$ cat config.mk
export PLATFORM = sky130hd
export DESIGN_NAME = fp_cpu_issuer
export DESIGN_NICKNAME = d
export VERILOG_FILES = /design/src/rtl/fp_cpu_issuer.sv
export SDC_FILE = /design/constraint.sdc
export NUM_CORES = 1
export LEC_CHECK = 0
export ABC_AREA = 0
export CORE_ASPECT_RATIO = 0.5
export CORE_MARGIN = 3
export CORE_UTILIZATION = 35
export DETAILED_ROUTE_END_ITERATION = 10
export SLEW_MARGIN = 0
export SYNTH_ARGS = -nofsm -noshare
export SYNTH_HDL_FRONTEND = slang
export SYNTH_SLANG_ARGS = --single-unit
$ cat constraint.sdc
create_clock -name clk -period 5.9 [get_ports clk]
set_clock_uncertainty 0.2 [all_clocks]
set_input_delay 0.59 -clock clk [delete_from_list [all_inputs] [get_ports clk]]
set_output_delay 0.59 -clock clk [all_outputs]
set_load 0.03 [all_outputs]
$ cat src/rtl/fp_cpu_issuer.sv
// Command queue and issue sequencer between a host and a multi-cycle FP unit.
// Keeps at most one operation outstanding and returns one response per command.
module fp_cpu_issuer #(
   parameter int DEPTH   = 4,
   parameter int NUM_OPS = 5
) (
   input  logic                         clk,
   input  logic                         rst,
   input  logic                         cmd_valid,
   output logic                         cmd_ready,
   input  logic [31:0]                  cmd_op1,
   input  logic [31:0]                  cmd_op2,
   input  logic [2:0]                   cmd_sel,
   output logic                         rsp_valid,
   input  logic                         rsp_ready,
   output logic [31:0]                  rsp_result,
   output logic [2:0]                   rsp_sel,
   output logic                         rsp_err,
   output logic [31:0]                  fp_op1,
   output logic [31:0]                  fp_op2,
   output logic [2:0]                   fp_op_sel,
   output logic                         fp_op_strobe,
   output logic                         fp_cpu_pop,
   input  logic                         fp_cpu_hold,
   input  logic [31:0]                  fp_result,
   output logic                         busy,
   output logic [$clog2(DEPTH+1)-1:0]   fifo_count
);

   localparam int PW = $clog2(DEPTH);
   localparam int CW = $clog2(DEPTH + 1);

   typedef enum logic [2:0] {StIdle, StIssue, StGap, StWait, StCapt, StResp} state_e;

   state_e state_q, state_d;

   logic [31:0]   mem_op1 [DEPTH];
   logic [31:0]   mem_op2 [DEPTH];
   logic [2:0]    mem_sel [DEPTH];
   logic [PW-1:0] wr_ptr_q, wr_ptr_d, rd_ptr_q, rd_ptr_d;
   logic [CW-1:0] count_q, count_d;
   logic          push, pop, fifo_empty, head_legal;

   logic [31:0] fp_op1_q, fp_op1_d, fp_op2_q, fp_op2_d, rsp_result_q, rsp_result_d;
   logic [2:0]  fp_op_sel_q, fp_op_sel_d, rsp_sel_q, rsp_sel_d;
   logic        rsp_err_q, rsp_err_d;

   assign cmd_ready  = (count_q < CW'(DEPTH));
   assign fifo_empty = (count_q == '0);
   assign head_legal = (32'(mem_sel[rd_ptr_q]) < 32'(NUM_OPS));
   assign push       = cmd_valid && cmd_ready;

   // Pointers wrap naturally because DEPTH is a power of two.
   always_comb begin
      wr_ptr_d = wr_ptr_q + PW'(push);
      rd_ptr_d = rd_ptr_q + PW'(pop);
      count_d  = count_q + CW'(push) - CW'(pop);
   end

   always_ff @(posedge clk) begin
      if (push) begin
         mem_op1[wr_ptr_q] <= cmd_op1;
         mem_op2[wr_ptr_q] <= cmd_op2;
         mem_sel[wr_ptr_q] <= cmd_sel;
      end
   end

   always_comb begin
      state_d      = state_q;
      pop          = 1'b0;
      fp_op_strobe = 1'b0;
      fp_cpu_pop   = 1'b0;
      fp_op1_d     = fp_op1_q;
      fp_op2_d     = fp_op2_q;
      fp_op_sel_d  = fp_op_sel_q;
      rsp_sel_d    = rsp_sel_q;
      rsp_result_d = rsp_result_q;
      rsp_err_d    = rsp_err_q;
      unique case (state_q)
         StIdle: begin
            // Illegal codes bypass the FP unit, so hold does not gate them.
            if (!fifo_empty && (!head_legal || !fp_cpu_hold)) begin
               pop         = 1'b1;
               fp_op1_d    = mem_op1[rd_ptr_q];
               fp_op2_d    = mem_op2[rd_ptr_q];
               fp_op_sel_d = mem_sel[rd_ptr_q];
               rsp_sel_d   = mem_sel[rd_ptr_q];
               if (head_legal) begin
                  state_d = StIssue;
               end else begin
                  state_d      = StResp;
                  rsp_result_d = '0;
                  rsp_err_d    = 1'b1;
               end
            end
         end
         StIssue: begin
            fp_op_strobe = 1'b1;
            state_d      = StGap;
         end
         // The unit needs a cycle to raise hold after the strobe.
         StGap:  state_d = StWait;
         StWait: if (!fp_cpu_hold) state_d = StCapt;
         StCapt: begin
            fp_cpu_pop   = 1'b1;
            rsp_result_d = fp_result;
            rsp_err_d    = 1'b0;
            state_d      = StResp;
         end
         StResp: if (rsp_ready) state_d = StIdle;
         default: state_d = StIdle;
      endcase
   end

   always_ff @(posedge clk or posedge rst) begin
      if (rst) begin
         state_q      <= StIdle;
         wr_ptr_q     <= '0;
         rd_ptr_q     <= '0;
         count_q      <= '0;
         fp_op1_q     <= '0;
         fp_op2_q     <= '0;
         fp_op_sel_q  <= '0;
         rsp_sel_q    <= '0;
         rsp_result_q <= '0;
         rsp_err_q    <= 1'b0;
      end else begin
         state_q      <= state_d;
         wr_ptr_q     <= wr_ptr_d;
         rd_ptr_q     <= rd_ptr_d;
         count_q      <= count_d;
         fp_op1_q     <= fp_op1_d;
         fp_op2_q     <= fp_op2_d;
         fp_op_sel_q  <= fp_op_sel_d;
         rsp_sel_q    <= rsp_sel_d;
         rsp_result_q <= rsp_result_d;
         rsp_err_q    <= rsp_err_d;
      end
   end

   assign rsp_valid  = (state_q == StResp);
   assign rsp_result = rsp_result_q;
   assign rsp_sel    = rsp_sel_q;
   assign rsp_err    = rsp_err_q;
   assign fp_op1     = fp_op1_q;
   assign fp_op2     = fp_op2_q;
   assign fp_op_sel  = fp_op_sel_q;
   assign busy       = (state_q != StIdle) || !fifo_empty;
   assign fifo_count = count_q;

endmodule
==> run_results.csv <==
group,metric,value,unit
pwr,intPower,0.00636,W
detailed_routing,via_per_inst,4.78,
sta,worst_slew_pin_slew,1.00,ns
setup_path,path_buf_inv,1,
layout,nNetsFinal,966,
detailed_routing,routedWlPerCell,20.8,um
layout,final-seq-area,10800,um^2
sta,finalSetupViolCount,0,
detailed_routing,detail-route-antenna-nets,0,
setup_path,end_kind,"register",
detailed_routing,vias,6710,
sta,slew_viol_final,0,
sta,fin_crit,3.55,ns
sta,finalHoldViolCount,0,
die,core-area,38200,um^2
layout,drive_gt1_frac,0.235,
setup_path,cp_top_family,"buffers and inverters",
synth,synth.avg_cell_area,22.3,um^2
detailed_routing,drc,0,
die,die_h,147,um
clock_network,ctsHoldBuffers,0,
sta,max_freq,0.281,GHz
sta,rsz0062_at_grt,"false",
pwr,swShare,0.324,
clock_network,post_cts_resized,0,
clock_network,clk_latency,0.53,ns
die,row_count,50,
detailed_routing,drt_wl_total,29300,um
sta,slew-limit-headroom,0.333,
clock_network,numCtsBuffers,36,
grt,grt_usage,0.141,
sta,hold_slack,0.133,ns
detailed_routing,dr.pass1.iters,5,
synth,synth-seq-cells,378,
setup_path,crit_required,6.11,ns
detailed_routing,first_iter_violations,399,
place,gp_congestion,0.753,
layout,syn_to_final_growth,28.1,%
die,dieArea,42200,um^2
sta,fin_crit_sh,0.602,
status,outcome,"completed",
clock_network,cts.htree.levels,2,
setup_path,startpoint_type,"register",
grt,grt_overflow,0,
pwr,seq_power_share,0.411,
die,start_util,0.363,
layout,fillCellCount,3185,
clock_network,path_clk_slew,0.06,ns
grt,antenna_found_initial,1,
layout,final_common_cell,"edfxtp_1",
grt,grt_pass1_wl,45400,um
setup_path,cp_max_fo,52,
pwr,peakVddDrop,0.200,mV
clock_network,cts_setup_buffers,0,
setup_path,max_stage_delay,0.82,ns
pwr,power.switching,0.00305,W
layout,mostFrequentLayoutCells,"edfxtp_1 (268), clkdlybuf4s50_1 (214), dfrtp_1 (108), mux4_2 (67), mux2_2 (48)",
pwr,p_leak,6.25,nW
synth,synth_fp_nets,731,
pwr,clockPowerShare,0.233,
hold_path,hp-class,"in2async",
synth,synth_cells,622,
pwr,comb_power_share,0.356,
place,io_buffers,214,
sta,tns,0,ns
place,dp_hpwl,17900,um
pwr,p_per_area,530,nW/um^2
clock_network,cts_sinks,378,
setup_path,cp_cell_sequence,"mux4_2 > o21ai_1 > a21oi_4 > buf_4 > mux2_2",
synth,synth.distinct_cells,32,
setup_path,arrival,3.77,ns
layout,multi_input_area,2940,um^2
clock_network,clockBufferDepth,3,
run,maxCapViolCount,0,
grt,grt_pass1_vias,7461,
setup_path,path_class,"reg2reg",
clock_network,clockRootBuffer,"clkbuf_16",
die,die_x,288,um
grt,grt_start_max_net_pins,62,
synth,yosysWarningCount,0,
clock_network,cts_tree,"built",
synth,yosysSeqAreaShare,0.778,
synth,syn-cell-area,13900,um^2
setup_path,slowest_stage,"buf_4",
die,ios,215,
flip-flops by register name, indices dropped and copies added (netlist names):
signal and flops:
mem_op1 128, fp_op2 32, rsp_result 32, rsp_sel 3
fifo_count 3, wr_ptr_q 2, state_q 3, rd_ptr_q 2
mem_sel 12, fp_op1 32, rsp_err 1, mem_op2 128
worst paths after layout:
path / from / cells past startpoint / slack (ns) / endpoint
min: rst / 2 / 0.13 / rsp_result[16]$_DFFE_PP0P_
max: rd_ptr_q[0]$_DFF_PP0_ / 5 / 2.35 / fp_op2[15]$_DFFE_PP0P_
min in group clk: rsp_result[23]$_DFFE_PP0P_ / 1 / 0.30 / rsp_result[23]$_DFFE_PP0P_
min reg2reg: rsp_result[23]$_DFFE_PP0P_ / 1 / 0.30 / rsp_result[23]$_DFFE_PP0P_
max reg2reg: rd_ptr_q[0]$_DFF_PP0_ / 5 / 2.35 / fp_op2[15]$_DFFE_PP0P_
max in group asynchronous: rst / 3 / 4.23 / rd_ptr_q[0]$_DFF_PP0_
synth_stat cells:
master      n  share of area
nor2_1      8         0.0022
o21ai_2     1        0.00063
a21oi_1     2        0.00072
and3_1      1        0.00045
a22o_1     32          0.020
o21ai_1     1        0.00036
inv_1       7         0.0019
ha_1        4         0.0036
o311ai_1    1        0.00063
edfxtp_1  268           0.58
buf_6       3         0.0024
nand3_1     2        0.00072
mux2_2     48          0.039
nor4_1      1        0.00045
nand2b_1    1        0.00045
dfrtp_1   110           0.20
a211oi_1    1        0.00054
or3_1       1        0.00045
nor3b_1     1        0.00054
mux2_4     19          0.021
o211a_1     1        0.00072
buf_1       1        0.00027
xor2_1      2         0.0013
xnor2_1     2         0.0013
buf_4       3         0.0016
o22ai_1     1        0.00045
buf_2      15         0.0054
mux4_2     67           0.11
nand2_1     4         0.0011
fa_1        1         0.0014
nor3_1      4         0.0014
clkbuf_1    9         0.0024
routing by layer:
metal,global-route usage,share of wire,vias up
met5,0,0,-
met4,0.0427,0.020,0
met3,0.0276,0.041,39
met2,0.261,0.55,129
met1,0.166,0.39,3547
li1,-,-,2995
cells by family (layout without fill, tap and decap cells):
group | after synthesis | count (layout) | share of synthesized area
DFF | 378 | 378 | 0.778
muxes | 134 | 134 | 0.168
AOI/OAI and AO/OA | 40 | 40 | 0.0243
buffers and inverters | 38 | 300 | 0.0141
and+or+nand+nor | 23 | 23 | 0.00775
adders and majority gates | 5 | 5 | 0.00505
xor gates and xnor gates | 4 | 4 | 0.00252
other | 0 | 1 | 0
layout make-up:
cell class | count | share of cell area
antenna | 1 | 0.000141
clock buffer | 53 | 0.0565
clock inverter | 12 | 0.00570
inverter | 7 | 0.00162
multi-input combinational | 206 | 0.165
sequential | 378 | 0.608
tap | 520 | 0.0366
timing repair buffer | 228 | 0.126
metrics by stage:
| step | power [W] | instances | utilization | setup WS (ns) | instance area, um^2 |
|---|---|---|---|---|---|
| floorplan | 0.00607 | 622 | - | 1.28 | 13900 |
| global placement | 0.00731 | 1339 | 0.436 | 2.25 | 16700 |
| detailed placement | 0.00737 | 1339 | 0.436 | 2.22 | 16700 |
| CTS | 0.00959 | 1404 | 0.465 | 2.22 | 17800 |
| global route | 0.00992 | 1405 | 0.465 | 2.05 | 17800 |
| finish | 0.00942 | 1405 | 0.465 | 2.35 | 17800 |
power by group through the flow:
stage / clock [W] / sequential (W) / combinational [W]
6_report: 0.00219 / 0.00387 / 0.00336
4_1_cts: 0.00226 / 0.00389 / 0.00343
3_5_place_dp: 0 / 0.00394 / 0.00343
2_1_floorplan: 0 / 0.00446 / 0.00161
5_1_grt: 0.00239 / 0.00395 / 0.00357
3_3_place_gp: 0 / 0.00391 / 0.00340
No activity file was read; power rests on OpenSTA's default activity.
==> RTL change: new RTL, same settings <==
The parameter `DEPTH` goes from 4 to 2.
--- a/src/rtl/fp_cpu_issuer.sv
+++ b/src/rtl/fp_cpu_issuer.sv
@@ -3,3 +3,3 @@
 module fp_cpu_issuer #(
-   parameter int DEPTH   = 4,
+   parameter int DEPTH   = 2,
    parameter int NUM_OPS = 5
Interface: changed (resized fifo_count); port bits go from 215 to 214. The function was not compared with the original's and may differ.
==> RTL change against the unedited design <==
Worst setup slack lost 0.22 ns. Critical path depth shrank 1. Clock power shrank 36%. Sequential cell count shrank 137. Synthesized area shrank 34%. Power shrank 27%. Die area shrank 33%. Routed wire length shrank 23%. Via count shrank 12%. Register-to-register slack gained 0.93 ns. Final area shrank 31%. Critical path type is now reg -> out. Highest routed layer unchanged.
==> RTL change: results (changes against the unedited design) <==
Run status
  – Status: finished, final reports clean

Finish
  – Biggest regs: mem_op1: 64 flops, mem_op2: 64 flops
  – Final core occ: 0.484 (+0.0192)
  – Count of non-CTS inverters in the layout: 39 (+32)
  – Share of cells above drive strength 1: 0.0535 (-0.182)
  – Combined area of the multi-input logic cells: 2170 sq um (-26%)
  – Fill count: 2,223 (-30%)
  – CLK BUF: 36 (-32%)
  – Register area: 6710 sq um (-38%)
  – Antenna diodes: 2 (+1)
  – Clock-cell share of area: 0.0576 (-0.00466)

Clocking
  – Htree depth: 1 (-1)

Synth
  – Syn Nets: 773 (+5.7%)
  – Post-synth EDFFs: 134 (-50%)
  – Synth cell types: 30 (-6.3%)
  – Mux share of post-synthesis cell area: 0.0718 (-0.0964)
  – Largest cells by area after synthesis: edfxtp_1 (44%), dfrtp_1 (29%), a21oi_1 (9.1%)
  – Yosys reg bits: 241 (-36%)
  – XOR/XNOR share of the synthesized area: 0.00190 (-0.000620)
  – Synth Area in Compound Gates: 0.117 (+0.0930)
  – Avg Cell Area, Syn: 13.8 sq um (-38%)
  – Post-Synth Adder-Cell Area: 0.00544 (+0.000392)
  – Part of the Yosys area used for sequential elements: 0.728 (-0.0497)
  – Asr flop ratio synth: 0.444 (+0.153)

Drt
  – Overall routed net length: 22.5 mm (-23%)
  – Detailed Routing Iterations Pass 1: 4 (-1)
  – Routed vias/inst: 4.84 (+1.4%)

Placement
  – Setup WS pre-CTS: 2.70 ns (+0.484 ns)
  – PortBufs: 213 (-0.47%)
  – Post-DP HPWL: 13.2 mm (-26%)
  – DP Area: 11,600 sq um (-30%)
  – Routability-driven placement congestion ratio: 0.747 (-0.82%)

Setup path
  – Flop2flop setup slack: 3.28 ns (+0.93 ns)
  – Worst EP arrival: 2.99 ns (-0.78 ns)
  – R2R Path Start: rd_ptr_q

Worst hold path
  – Worst hold path class: reg -> reg

Timing
  – Slew HR: 0.245 (-0.0884)

Pwr
  – P_comb: 2.81 mW (-16%)
  – Int Pwr: 4.21 mW (-34%)
  – Leakage dissipation: 4.96 nW (-21%)
  – Peak supply drop: 0.221 mV (+10%)
  – Sequential Power Share: 0.388 (-0.023)
  – Sequential power: 2.67 mW (-31%)

Global route
  – Largest net degree at the start of global routing: 79 (+27%)
  – Gr usage total: 0.153 (+0.0125)

Die
  – Die Width: 235 um (-18%)
RTL change: cell types whose count changed after synthesis, sizes merged, moves of 33 or more:
cell    change
mux2i      +66
mux4       -67
edfxtp    -134
a21oi     +165
mux2       -67
o21ai      +33
RTL change: worst max-delay path by stage:
stage	cells after the start	startpoint	slack [ns]	endpoint
final	4	state_q[2]	2.12	rsp_valid
after global routing	4	state_q[2]	1.89	rsp_valid
after CTS	4	state_q[2]	2.15	rsp_valid
after detailed placement	4	state_q[2]	2.70	rsp_valid
after global placement	4	state_q[2]	2.73	rsp_valid
after floorplan	1	rst	2.29	fifo_count[0]
RTL change: per-layer routing:
layer,vias up,part of all wire,global-route usage
li1,2807,-,-
met1,2961,0.43,0.195
met2,121,0.50,0.265
met3,37,0.038,0.0324
met4,0,0.031,0.0497
met5,-,0,0
RTL change: worst max-delay path, cell delays in order, from the launching register on:
cell             delay (ns)
dfrtp_1                1.08
inv_1                  0.35
nor2_1                 0.21
and2_1                 0.16
clkdlybuf4s50_1        0.67
